[config.mk]
export PLATFORM = sky130hd
export DESIGN_NAME = ikaopm_dac_serializer
export DESIGN_NICKNAME = d
export VERILOG_FILES = /design/src/rtl/ikaopm_dac_serializer.sv
export SDC_FILE = /design/constraint.sdc
export NUM_CORES = 1
export LEC_CHECK = 0
export CORE_ASPECT_RATIO = 1.4
export CORE_MARGIN = 2
export CORE_UTILIZATION = 30
export DETAILED_ROUTE_END_ITERATION = 12
export GPL_ROUTABILITY_DRIVEN = 0
export GPL_TIMING_DRIVEN = 0
export PLACE_DENSITY = 0.52
export SLEW_MARGIN = 20
export SYNTH_ARGS = -nofsm -noshare
export SYNTH_HDL_FRONTEND = slang
export SYNTH_SLANG_ARGS = --single-unit
[constraint.sdc]
create_clock -name i_EMUCLK -period 2.1 [get_ports i_EMUCLK]
set_input_delay 0.21 -clock i_EMUCLK [delete_from_list [all_inputs] [get_ports i_EMUCLK]]
set_output_delay 0.21 -clock i_EMUCLK [all_outputs]
set_load 0.02 [all_outputs]
[src/rtl/ikaopm_dac_serializer.sv]
// ikaopm_dac_serializer
// Converts captured 16-bit signed L/R sums into the DAC's 3-bit exponent +
// 10-bit offset-binary mantissa format and shifts each word out LSB-first on
// o_SO, one bit per enabled phi1 cycle.
// Optional build macro IKAOPM_DAC_PARALLEL_OUT_EN adds o_EMU_L / o_EMU_R /
// o_EMU_VALID, which carry the linear value the DAC would reconstruct.
module ikaopm_dac_serializer #(
    parameter int PAD_BITS = 3          // zero bits ahead of the mantissa, 0..3
) (
    input  logic        i_EMUCLK,
    input  logic        i_MRST_n,
    input  logic        i_phi1_NCEN_n,
    input  logic        i_LOAD_L,
    input  logic        i_LOAD_R,
    input  logic [15:0] i_ACC_L,
    input  logic [15:0] i_ACC_R,
    output logic        o_SO,
    output logic        o_SO_CH,
    output logic        o_BUSY,
    output logic        o_FRAME_ERR
`ifdef IKAOPM_DAC_PARALLEL_OUT_EN
    ,
    output logic [15:0] o_EMU_L,
    output logic [15:0] o_EMU_R,
    output logic        o_EMU_VALID
`endif
);

    localparam int         F        = PAD_BITS + 13;
    localparam logic [3:0] LAST_BIT = 4'(F - 1);

    // capture stage
    logic [15:0]  cap_x_q,   cap_x_d;
    logic         cap_tag_q, cap_tag_d;
    logic         cap_vld_q, cap_vld_d;
    // shift stage
    logic [F-1:0] sr_q,      sr_d;
    logic [3:0]   cnt_q,     cnt_d;
    logic         ch_q,      ch_d;
    logic         busy_q,    busy_d;
    logic         err_q,     err_d;

    // float conversion of the captured sample
    logic [5:0]   sign_chg;
    logic [2:0]   exp_w;
    logic [9:0]   man_raw;
    logic [F-1:0] word;

    // sign_chg[gi] flags a difference between bits gi+10 and gi+9; the highest
    // such pair decides how far the mantissa window must slide up.
    genvar gi;
    generate
        for (gi = 0; gi < 6; gi++) begin : g_sign_chg
            assign sign_chg[gi] = cap_x_q[gi + 10] ^ cap_x_q[gi + 9];
        end
    endgenerate

    // Priority-encode the exponent, slice the 10-bit mantissa window and pack
    // {exponent, offset-binary mantissa, padding zeros}.
    always_comb begin
        exp_w = 3'd1;
        for (int k = 0; k < 6; k++) begin
            if (sign_chg[k]) exp_w = 3'(k + 2);
        end
        man_raw = 10'(cap_x_q >> (exp_w - 3'd1));
        word    = F'({exp_w, ~man_raw[9], man_raw[8:0]}) << PAD_BITS;
    end

    // Next-state: stage 2 (load shifter from capture, or shift), then stage 1.
    always_comb begin
        cap_x_d   = cap_x_q;
        cap_tag_d = cap_tag_q;
        cap_vld_d = 1'b0;
        sr_d      = sr_q;
        cnt_d     = cnt_q;
        ch_d      = ch_q;
        busy_d    = busy_q;
        err_d     = err_q;

        if (cap_vld_q) begin
            sr_d   = word;
            cnt_d  = 4'd0;
            busy_d = 1'b1;
            ch_d   = cap_tag_q;
            // a restart before the last bit truncates the running frame
            if (busy_q && (cnt_q < LAST_BIT)) err_d = 1'b1;
        end else if (busy_q) begin
            sr_d = sr_q >> 1;
            if (cnt_q == LAST_BIT) busy_d = 1'b0;
            else                   cnt_d  = cnt_q + 4'd1;
        end

        cap_vld_d = i_LOAD_L | i_LOAD_R;
        if (i_LOAD_L) begin
            cap_x_d   = i_ACC_L;
            cap_tag_d = 1'b0;
        end else if (i_LOAD_R) begin
            cap_x_d   = i_ACC_R;
            cap_tag_d = 1'b1;
        end
        // colliding strobes: left is kept, right is lost
        if (i_LOAD_L && i_LOAD_R) err_d = 1'b1;
    end

    // Registers advance only on enabled phi1 edges; reset is sampled there too.
    always_ff @(posedge i_EMUCLK) begin
        if (!i_phi1_NCEN_n) begin
            if (!i_MRST_n) begin
                cap_x_q   <= '0;
                cap_tag_q <= 1'b0;
                cap_vld_q <= 1'b0;
                sr_q      <= '0;
                cnt_q     <= '0;
                ch_q      <= 1'b0;
                busy_q    <= 1'b0;
                err_q     <= 1'b0;
            end else begin
                cap_x_q   <= cap_x_d;
                cap_tag_q <= cap_tag_d;
                cap_vld_q <= cap_vld_d;
                sr_q      <= sr_d;
                cnt_q     <= cnt_d;
                ch_q      <= ch_d;
                busy_q    <= busy_d;
                err_q     <= err_d;
            end
        end
    end

    assign o_SO        = sr_q[0];
    assign o_SO_CH     = ch_q;
    assign o_BUSY      = busy_q;
    assign o_FRAME_ERR = err_q;

`ifdef IKAOPM_DAC_PARALLEL_OUT_EN
    logic [15:0] emu_l_q, emu_l_d;
    logic [15:0] emu_r_q, emu_r_d;
    logic        emu_vld_q, emu_vld_d;
    logic [15:0] lin;

    // Rebuild the DAC's linear value (signed mantissa scaled by the exponent)
    // and steer it to the channel register at stage 2.
    always_comb begin
        lin       = {{6{man_raw[9]}}, man_raw} << (exp_w - 3'd1);
        emu_l_d   = emu_l_q;
        emu_r_d   = emu_r_q;
        emu_vld_d = cap_vld_q;
        if (cap_vld_q) begin
            if (cap_tag_q) emu_r_d = lin;
            else           emu_l_d = lin;
        end
    end

    // Parallel outputs share the enabled-edge update and reset behaviour.
    always_ff @(posedge i_EMUCLK) begin
        if (!i_phi1_NCEN_n) begin
            if (!i_MRST_n) begin
                emu_l_q   <= '0;
                emu_r_q   <= '0;
                emu_vld_q <= 1'b0;
            end else begin
                emu_l_q   <= emu_l_d;
                emu_r_q   <= emu_r_d;
                emu_vld_q <= emu_vld_d;
            end
        end
    end

    assign o_EMU_L     = emu_l_q;
    assign o_EMU_R     = emu_r_q;
    assign o_EMU_VALID = emu_vld_q;
`endif

endmodule

==> impl_results.md <==
- WHS Endpoint: cap_x_q[5]$_SDFFCE_PN0P_
- Worst-skew pair later-pin latency: 0.28 ns
- Port buffer count: 39
- Post-layout min period: 2.14 ns
- Metal2 WL: 3.22 mm
- Avg Inst Size Synth: 10.9 sq um
- DRT antenna net count: 0
- DR iter-0 viols: 87
- Reg2Reg Setup Slack: -0.04 ns
- Met3 WL: 128 microns
- Vias: 2,054
- Deepest clock path buffer count: 2
- Post-synth EDFFs: 41
- Area delta synth->final: 36.7%
- Count leader, synth: edfxtp_1
- Startpoint types: register
- FFs w/ async S/R, synth: 0%
- Post-Syn Area: 2620 sq um
- Launching point of the worst reg2reg path: cap_x_q[12]$_SDFFCE_PN0P_
- Core Area: 8560 sq um
- Die X: 83 microns
- FF/Latch Area: 1230 sq um
- Pre-CTS setup slack: -0.300 ns
- Ys flop type: edfxtp_1
- Worst r2r dst: sr_q[4]$_SDFFCE_PN0P_
- Initial antenna violation count: 0
- Relative slew slack: 55.0%
- GRT Util Overall: 12.5%
- Rows: 40
- CTS tree: yes
- Yosys top cell by area: edfxtp_1
- Worst-path clk slew: 0.06 ns
- RSZ-0062 raised after global routing: true
- Placed Cells: 386
- Outcome: finished, violations left
- Sink Count: 41
- Max Clock Freq: 0.467 GHz
- Layout cells sized above 1: 22.4%
- First-pass GRT wire length: 9.52 mm
- Req. time, crit path: 2.14 ns
- Fin cells: 408
- Crit. End Element: register
- Area of the multi-input gates: 1420 sq um
- Hold path depth: 3
- Failing checks: setup timing
- Hold Startpoint: i_LOAD_L
- Critical Path Start: cap_x_q[12]$_SDFFCE_PN0P_
- Num CTS Buffers: 5
- Largest net degree at the start of global routing: 18
- Clock Skews: 0.00869 ns
- Fin Hold WS: 0.477 ns
- PwrDens: 724 nW/um^2
- Hold WC Path Type: input pin to register
- Htree depth: 2
- Fillers: 824
- ANT cells: 0
- Die ar.: 9510 sq um
- Top Ports: 41
- Mapped Nets: 279
- Seq/Total Area, Yosys: 47.0%
- Wire per inst: 14.6 microns
- Slack of the critical path: -0.0390 ns
- Top area cells in the synthesized netlist: edfxtp_1, mux2i_1, nor2b_1
- Yosys warns: 0
- Final setup viols: 4
- Starting Density: 30.6%
- Vias in the first global route: 1,997
- Share of the synthesized area in the top cell type: 47.0%
- Leak pwr: 1.31 nW
- Die height: 115 microns
- Drt drc: 0
- Unique masters post-synth: 51
- Pin slew with the least headroom to its limit: 0.675 ns
- Hold buffers post-CTS: 0
- Via/cell ratio: 5.03
- Wirelength, routed: 5.95 mm
- CP Class: register to register
- R2R cell count: 6
- Grt total ovfl: 0
- Post-DP Area: 3160 sq um
- Synth Register Bits: 41
- Final-report hold violation count: 0
- Final Cell Area: 3580 sq um
- Mapped Cells: 241
- Post-layout util: 41.9%
- DP HPWL: 4.36 mm
- Post-Route M1 WL: 2.52 mm
- Peak supply drop: 418 uV
- Final cycle utilization of the critical path: 102%
- Fin nets: 340
- Uppermost layer routed: met4
- Top post-synthesis cells by count: edfxtp_1, mux2i_1, nor2b_1
- Root Buffer: clkbuf_16
- Crit path max fanout: 6
- CP arrival: 2.18 ns
- DR pass1 iterations: 4
- Max-cap violations: 0
- Max-slew violation count: 0
==> cell families (layout without fill, tap and decap cells) <==
group,count (synthesis),count (layout),synth area share [%]
mux,28,28,12.2
xor+xnor,3,3,1.00
compound gates,59,59,17.8
simple gates,86,87,17.3
buf+inv,23,84,4.30
fa+ha+maj,1,1,0.477
flops,41,41,47.0
==> worst max-delay path by stage <==
stage / end / slack, ns / cells after the start
after CTS: sr_q[6]$_SDFFCE_PN0P_ / -0.08 / 7
after detailed placement: cap_x_q[13]$_SDFFCE_PN0P_ / -0.30 / 4
after global placement: sr_q[11]$_SDFFCE_PN0P_ / -0.80 / 4
after global routing: sr_q[4]$_SDFFCE_PN0P_ / -0.11 / 6
after floorplan: sr_q[4]$_SDFFCE_PN0P_ / -0.02 / 7
final: sr_q[4]$_SDFFCE_PN0P_ / -0.04 / 6
==> stage by stage <==
step / total power [mW] / setup TNS (ns)
after detailed placement: 1.62 / -6.04
after global routing: 2.70 / -0.558
after floorplan: 1.43 / -0.0528
after global placement: 1.62 / -18.87
after CTS: 2.57 / -0.259
final: 2.59 / -0.106
==> what timing repair did <==
action / in CTS / in global routing
buffers inserted: 12 / 2
endpoints found under the setup margin: 19 / 9
cloned: 1 / 0
gates resized for setup: 13 / 20
pin swaps: 6 / 5
==> metal layers <==
layer / global-route usage [%] / vias to the layer above
li1: - / 1030
met1: 14.3 / 978
met2: 23.4 / 42
met3: 1.59 / 4
met4: 4.81 / 0
met5: 0 / -
==> cells in the final DEF (no fill, tap or decap), types with 5 or more instances in the layout <==
master | netlist | layout
edfxtp_1 | 41 | 41
clkdlybuf4s50_1 | 0 | 39
nor2b_1 | 24 | 24
mux2i_1 | 24 | 21
buf_4 | 1 | 16
nor2_1 | 18 | 15
nand2_1 | 15 | 14
o21ai_0 | 9 | 8
clkbuf_1 | 8 | 7
a21oi_1 | 9 | 7
a31oi_1 | 7 | 6
and2_1 | 6 | 6
inv_1 | 5 | 5
nand3_1 | 5 | 5
o22ai_2 | 0 | 5
nor3_1 | 6 | 5
clkbuf_16 | 0 | 5
==> power by group <==
group / internal (mW) / total, mW / switching (mW)
logic: 0.335 / 0.681 / 0.347
registers: 0.994 / 1.04 / 0.0420
clock network: 0.564 / 0.876 / 0.312
==> flip-flops by register name, summed over array words and instances (netlist names) <==
signal,cells
o_BUSY,1
cap_vld_q,1
cap_tag_q,1
sr_q,16
o_SO_CH,1
o_FRAME_ERR,1
cap_x_q,16
cnt_q,4
==> layout make-up <==
type / count / area share, %
clock buffer: 6 / 3.60
timing repair buffer: 54 / 14.5
buffer: 17 / 2.76
clock inverter: 2 / 1.08
tap: 105 / 3.67
multi-input combinational: 178 / 39.5
sequential: 41 / 34.4
inverter: 5 / 0.524
==> worst max-delay path: stages, from the launching register on <==
cell	delay [ns]
edfxtp_1	0.45
or2_1	0.27
buf_6	0.15
o22ai_4	0.22
mux4_2	0.58
o22ai_2	0.19
nor2_1	0.05
Power figures use the tool's default switching activity.
